File: config.mk
export PLATFORM = sky130hd
export DESIGN_NAME = synch_event_recorder
export DESIGN_NICKNAME = d
export VERILOG_FILES = /design/src/rtl/synch_pkg.sv /design/src/rtl/synch_event_fifo.sv /design/src/rtl/synch_event_recorder.sv
export SDC_FILE = /design/constraint.sdc
export NUM_CORES = 1
export LEC_CHECK = 0
export ABC_AREA = 0
export CORE_UTILIZATION = 57
export DETAILED_ROUTE_END_ITERATION = 8
export PLACE_DENSITY = 0.78
export SYNTH_ARGS = -nofsm -noshare
export SYNTH_HDL_FRONTEND = slang
export SYNTH_SLANG_ARGS = --single-unit
export TNS_END_PERCENT = 10
File: constraint.sdc
create_clock -name clk -period 2.47 [get_ports clk]
set_input_delay 0.6175 -clock clk [delete_from_list [all_inputs] [get_ports clk]]
set_output_delay 0.6175 -clock clk [all_outputs]
set_load 0.03 [all_outputs]
File: src/rtl/synch_pkg.sv
// Shared types for the synchronization event recorder.
// State encoding, event record layout and counter helpers.
package synch_pkg;

  localparam int COUNT_W     = 8;
  localparam int EVT_VALUE_W = 4;
  localparam int EVT_STAMP_W = 16;

  typedef enum logic [1:0] {
    IDLE,
    RUN,
    DRAIN,
    DONE
  } state_t;

  typedef struct packed {
    logic [EVT_VALUE_W-1:0] value;
    logic [EVT_STAMP_W-1:0] stamp;
  } evt_t;

  function automatic logic [COUNT_W-1:0] sat_inc(
    input logic [COUNT_W-1:0] c
  );
    return (&c) ? c : c + 1'b1;
  endfunction

endpackage

File: src/rtl/synch_event_fifo.sv
// Small register FIFO; extra pointer bit separates full from empty.
// Head entry is read straight from the storage array.
module synch_event_fifo #(
  parameter int DEPTH = 4,
  parameter int DW    = 20
) (
  input  logic          clk,
  input  logic          rst,
  input  logic          push,
  input  logic          pop,
  input  logic [DW-1:0] din,
  output logic          full,
  output logic          empty,
  output logic [DW-1:0] dout
);

  localparam int AW = $clog2(DEPTH);

  logic [DW-1:0] mem [DEPTH];
  logic [AW:0]   wr_ptr;
  logic [AW:0]   rd_ptr;
  logic          do_pop;

  assign empty  = (wr_ptr == rd_ptr);
  assign full   = (wr_ptr[AW] != rd_ptr[AW]) &&
                  (wr_ptr[AW-1:0] == rd_ptr[AW-1:0]);
  assign do_pop = pop && !empty;
  assign dout   = mem[rd_ptr[AW-1:0]];

  always_ff @(posedge clk or posedge rst) begin
    if (rst) begin
      wr_ptr <= '0;
      rd_ptr <= '0;
    end else begin
      if (push)
        wr_ptr <= wr_ptr + 1'b1;
      if (do_pop)
        rd_ptr <= rd_ptr + 1'b1;
    end
  end

  // Caller only pushes when there is room or a pop frees a slot.
  always_ff @(posedge clk) begin
    if (push)
      mem[wr_ptr[AW-1:0]] <= din;
  end

endmodule

File: src/rtl/synch_event_recorder.sv
// Detects changes on a watched value, timestamps them into a FIFO,
// and raises a sticky test_done after exit count or timeout plus drain.
module synch_event_recorder
  import synch_pkg::*;
#(
  parameter int WIDTH      = 4,
  parameter int DEPTH      = 4,
  parameter int STAMP_W    = 16,
  parameter int EXIT_COUNT = 10,
  parameter int TIMEOUT    = 400
) (
  input  logic               clk,
  input  logic               reset,
  input  logic               enable,
  input  logic [WIDTH-1:0]   watch_value,
  output logic               evt_valid,
  input  logic               evt_ready,
  output logic [WIDTH-1:0]   evt_value,
  output logic [STAMP_W-1:0] evt_stamp,
  output logic [7:0]         evt_count,
  output logic               overflow,
  output logic               timed_out,
  output logic               test_done
);

  localparam int TO_W = $clog2(TIMEOUT + 1);
  localparam int DW   = WIDTH + STAMP_W;

  state_t             state;
  state_t             state_nx;
  logic [WIDTH-1:0]   prev;
  logic [STAMP_W-1:0] stamp;
  logic [TO_W-1:0]    tcount;
  logic [COUNT_W-1:0] count;

  logic          change;
  logic          in_run;
  logic          full;
  logic          empty;
  logic          pop;
  logic          push_ok;
  logic          drop;
  logic          hit_exit;
  logic          hit_to;
  logic [DW-1:0] head;

  assign change   = (watch_value != prev);
  assign in_run   = (state == RUN);
  assign pop      = !empty && evt_ready;
  assign push_ok  = in_run && change && (!full || pop);
  assign drop     = in_run && change && full && !pop;
  assign hit_exit = push_ok &&
                    (count == COUNT_W'(EXIT_COUNT - 1));
  assign hit_to   = in_run &&
                    (tcount == TO_W'(TIMEOUT - 1));

  always_comb begin
    state_nx = state;
    unique case (state)
      IDLE:  if (enable) state_nx = RUN;
      RUN:   if (hit_exit || hit_to) state_nx = DRAIN;
      DRAIN: if (empty) state_nx = DONE;
      DONE:  state_nx = DONE;
      default: state_nx = IDLE;
    endcase
  end

  always_ff @(posedge clk or posedge reset) begin
    if (reset) begin
      state     <= IDLE;
      prev      <= '0;
      stamp     <= '0;
      tcount    <= '0;
      count     <= '0;
      overflow  <= 1'b0;
      timed_out <= 1'b0;
    end else begin
      state <= state_nx;
      prev  <= watch_value;
      stamp <= stamp + 1'b1;
      if (in_run)
        tcount <= tcount + 1'b1;
      if (push_ok)
        count <= sat_inc(count);
      if (drop)
        overflow <= 1'b1;
      if (hit_to)
        timed_out <= 1'b1;
    end
  end

  synch_event_fifo #(
    .DEPTH (DEPTH),
    .DW    (DW)
  ) u_fifo (
    .clk   (clk),
    .rst   (reset),
    .push  (push_ok),
    .pop   (pop),
    .din   ({watch_value, stamp}),
    .full  (full),
    .empty (empty),
    .dout  (head)
  );

  assign evt_valid = !empty;
  assign evt_value = head[DW-1:STAMP_W];
  assign evt_stamp = head[STAMP_W-1:0];
  assign evt_count = count;
  assign test_done = (state == DONE);

endmodule
After elaboration in Yosys (flattened, before gate mapping). Memories as Yosys holds them, arrays and structs flattened. Cells that the tools add are included.

$add $sub $neg: 5. Equality and inequality tests: 12. Mux-type cells: 6. Bitwise gates (word level): 1. Reduce and logical (&&, ||, !) cells: 18.

Operators by type and width (count): 16-bit by 1-bit adder with 16-bit output (second input constant) (1); 9-bit by 1-bit adder with 9-bit output (second input constant) (1); 9-bit == test (second input constant) (1); 1-bit logical AND (9); 8-bit by 1-bit adder with 8-bit output (second input constant) (1); 8-bit by 4-bit == test with 1-bit output (second input constant) (1); 2-bit one-hot mux with 4 select lines (1); 8-bit AND reduction (1); 3-bit by 1-bit adder with 3-bit output (second input constant) (2); 2-bit two-way mux (3); 2-bit == test (second input constant) (2); 2-bit by 1-bit inequality test with 1-bit output (second input constant) (2); 4-bit inequality test (1); 3-bit == test (1); 1-bit zero test (3); 3-bit AND reduction (1); 2-bit by 1-bit == test with 1-bit output (second input constant) (1); 2-bit == test (1); 2-bit zero test (1); 1-bit logical OR (2); 1-bit two-way mux (2); 2-bit inequality test (second input constant) (1); 2-bit AND reduction (1); 1-bit inequality test (1); 1-bit inverter (1).

Register bits: 47. Memory bits (writable): 80. Input port bits: 8. Output and inout bits: 32. Word-level logic and storage cells: 52. Memories: 1.

Memory list: u_fifo.mem (depth 4, bits a word 20, read ports 1, clocked after Yosys merged registers in 0, write ports 1, RTL line synch_event_fifo.sv:19) `logic [DW-1:0] mem [DEPTH];`.

Logic depth before layout (Yosys ltp).
Depth after elaboration: 9. Mapped depth: 5. Mapped depth without buffers: 5.

Hierarchy. From an unflattened synthesis, not the netlist that was laid out.

Cell total of the unflattened synthesis: 298. Area, all modules: 5119.9 um^2.

Modules (own cells, without submodules): synch_event_fifo (times used 1, cells each 148, area each 3335.7 um^2, seq. area each 2552.4 um^2); synch_event_recorder (times used 1, cells each 150, area each 1784.2 um^2, seq. area each 1026.0 um^2).

Least setup slack after synthesis. OpenSTA, ideal clock, no wires.

Kind: input to register. Start: in watch_value[2]. End: mem u_fifo.mem[3][0] (enable). Library setup time: 0.396 ns. Arrival time: 1.937 ns. Data required time: 2.074 ns. Setup slack: 0.136 ns. Stages: 4. Buffers on the path: 1. Cell sequence: xor2_1 o41ai_1 buf_2 nor3b_2.

Longest elaborated chain between the ends: 5.

RTL lines: from (decl) (RTL line synch_event_recorder.sv:15) `input logic [WIDTH-1:0] watch_value,`; 4-bit inequality test (RTL line synch_event_recorder.sv:47) `assign change = (watch_value != prev);`; 1-bit logical AND (2 in a row) (RTL line synch_event_recorder.sv:50) `assign push_ok = in_run && change && (!full || pop);`; 1-bit two-way mux (RTL line synch_event_fifo.sv:44) `if (push)`; 1-bit two-way mux (implied by the code) (RTL line synch_event_fifo.sv:45) `mem[wr_ptr[AW-1:0]] <= din;`; to (decl) (RTL line synch_event_fifo.sv:19).

Every way passes these cells.

Final worst setup path.
Start: reg u_fifo.rd_ptr[0]. End: out evt_stamp[3].

Longest elaborated chain between the ends: 1.

RTL lines: from (decl) (RTL line synch_event_fifo.sv:21) `logic [AW:0] rd_ptr;`; from (signal assigned) (RTL line synch_event_fifo.sv:38) `rd_ptr <= rd_ptr + 1'b1;`; memory read 4 x 20 bit; to (decl) (RTL line synch_event_recorder.sv:19) `output logic [STAMP_W-1:0] evt_stamp,`.

Every way passes these cells.

==> run summary <==
WL/cell = 20.61 um
Register area share after synthesis = 71.29%
Worst-path maximum fanout = 8
Std cell rows = 33
Initial Util = 59.89%
Root Driver = clkbuf_8
Syn Nets = 303
Largest net degree at the start of global routing = 27
DIE AREA = 9186 um^2
CTS tree = yes
Worst Skew = 9.780 ps
Fin. Hold Viols = 0
Failing checks = negative setup slack
Critical Path AT = 1950 ps
Vias = 2,762
First-pass iteration count of the detailed router = 4
Worst reg2reg path startpoint = u_fifo.rd_ptr[0]
Fin crit share = 104.1%
Critical Path End Type = primary output
Synth-to-Final Area Change = 27.02%
Total GRT Usage = 24.68%
Yosys warns = 0
Post-synth EDFFs = 80
Largest family of logic cells by synthesized area = multiplexers
Pwr/cell area = 861.5 nW/um^2
Reg2Reg Setup Slack = 490 ps
Post-route DRC = 0
Layout cells sized above 1 = 28.46%
Sw Ratio = 25.95%
Compound-Gate Fraction of Synth Area = 1.072%
Min Tclk post-route = 2571 ps
Class of the most critical hold timing path = in -> async
Post-route ant nets = 0
Rel. slew slack = 66.82%
FMAX = 0.3890 GHz
Power Total = 5.493 mW
Syn Inst Count = 286
Clock share of power = 42.5%
H-tree depth = 4
Post-Route WL = 9913 um
RSZ-0062 raised after global routing = true
Synth Area in Simple Gates = 7.428%
Xor/xnor share of the synthesized area = 6.979%
Data required, critical path = 1850 ps
Die height = 95.85 um
Post-synthesis adder-cell area fraction = 2.243%
Final setup violating endpoints = 18
Total of max-cap violations = 0
Reg power frac = 42.3%
Number of synthesized register bits = 127
Drt first-iter violations = 126
Die X = 95.85 um
Worst-case reg-to-reg path depth = 5
Fill count = 443
Post-DP HPWL = 5465 um
Mean Syn Cell Area = 17.55 um^2
First-pass GRT wire length = 15,670 um
Clock sinks = 127
Mux share of post-synthesis cell area = 9.845%
Global route overflow = 0
Tightest Pin Transition = 493.5 ps
Net Sw Power = 1.426 mW
Peak supply drop = 500.1 uV
Ys async rst share = 37.01%
Top cells by area, synth = edfxtp_1 (48%), dfrtp_1 (23%), mux4_2 (9.0%)
Most frequent cells in the layout = edfxtp_1 (80), dfrtp_1 (46), buf_4 (21)
WS Path Type = reg -> out
Predominant post-synthesis flop cell = edfxtp_1
Clock Path Buffers = 2
Commonest non-fill, non-tap cell in the layout = edfxtp_1
Nets = 380
Register area = 3580 um^2
Synth cell types = 40
Pint = 4.068 mW
Placement Cell Area = 5753 um^2
Core box area = 8382 um^2
GP Congestion = 0.7645
I/O pin cnt = 40
Clock-pin slew of the registers on the worst-case setup and hold paths = 60 ps
Setup WS pre-CTS = -77.17 ps
Antenna diodes = 0
Port bufs = 39
Via density per instance = 5.742
Leakage power = 2.638 nW
Post-synth top area share = 47.86%
Combinational share of power = 15.2%
Total CTS buffers = 17
Worst Setup Start Kind = flop
Worst setup margin = -100.8 ps
Design area = 6376 um^2
Clock Latency Late Sink = 520 ps
Post-synth top area cell = edfxtp_1
Slew Viols, Final = 0
Setup TNS = -513.7 ps
Vias in the first global route = 2,841
Status = complete, but fails checks
RR Endpoint = u_fifo.mem[2][7]
Synthesized cell area = 5020 um^2
Area occupied by multi-input gates = 1398 um^2
Initial antenna violation count = 0
Post-CTS Hold Buffers = 0
==> routing by layer <==
layer	routed length (um)	GRT usage (%)	up-vias
li1	-	-	1248
met1	4297	33.63	1415
met2	4989	37.98	80
met3	433	5.845	19
met4	193	11.69	0
met5	0	0	-
==> registers in the layout, summed over array words and instances, names as in the netlist <==
| name | flops |
|---|---|
| stamp | 16 |
| state | 2 |
| tcount | 9 |
| evt_count | 8 |
| u_fifo.mem | 80 |
| prev | 4 |
| u_fifo.wr_ptr | 3 |
| u_fifo.rd_ptr | 3 |
| timed_out | 1 |
| overflow | 1 |
==> cell usage after synthesis (5+ instances only) <==
| master | instances |
|---|---|
| and3_1 | 5 |
| dfrtp_1 | 47 |
| edfxtp_1 | 80 |
| ha_1 | 9 |
| inv_1 | 8 |
| mux4_2 | 20 |
| nand2_1 | 9 |
| nand3_1 | 13 |
| nor4_1 | 7 |
| xnor2_1 | 20 |
| xor2_1 | 20 |
==> power by group through the flow <==
| stage | registers, mW | clock network (mW) | logic (mW) |
|---|---|---|---|
| after global placement | 2.35 | 0 | 0.744 |
| after CTS | 2.33 | 2.37 | 0.848 |
| final | 2.33 | 2.33 | 0.833 |
| after global routing | 2.33 | 2.46 | 0.894 |
| after floorplan | 2.35 | 0 | 0.486 |
| after detailed placement | 2.35 | 0 | 0.756 |
==> worst max-delay path by stage <==
stage                      from           endpoint  slack, ps
4_1_cts        u_fifo.rd_ptr[0]       evt_stamp[3]       -130
3_3_place_gp     watch_value[2]  u_fifo.mem[2][12]        -50
6_report       u_fifo.rd_ptr[0]       evt_stamp[3]       -100
2_1_floorplan    watch_value[2]   u_fifo.mem[3][0]        140
5_1_grt        u_fifo.rd_ptr[0]       evt_stamp[3]       -160
3_5_place_dp     watch_value[2]  u_fifo.mem[2][17]        -80
==> logic make-up after synthesis <==
family,count (synthesis)
xor gates and xnor gates,40
DFF,127
muxes,24
and+or+nand+nor,64
AOI/OAI and AO/OA,8
buffers and inverters,14
adders and majority gates,9
==> cell type report <==
type / count / share of cell area (%)
inverters: 8 / 0.4710
repair buffers: 64 / 10.56
clock inverters: 15 / 2.355
flip-flops and latches: 127 / 56.14
multi-input cells: 145 / 21.92
clock buffers: 17 / 6.495
well taps: 105 / 2.060
==> repair_timing <==
action	CTS	global route
gates resized for setup	121	0
cloned	1	0
buffers inserted	1	0
endpoints found under the setup margin	21	21
endpoints found under the hold margin	0	0
==> worst max-delay path: stages, from the launching register on <==
cell and delay, ps:
dfrtp_2 490, buf_16 180, buf_6 110, mux4_2 500, buf_6 160
==> per-stage QoR <==
stage / cells / hold slack [ps] / util (%)
global placement: 447 / 450.1 / 68.64
finish: 481 / 448.4 / 76.07
floorplan: 286 / 437.2 / -
global route: 481 / 492.8 / 76.07
CTS: 481 / 453.6 / 76.07
detailed placement: 447 / 465.1 / 68.64
Note: power is estimated with default switching activity, not from simulation.
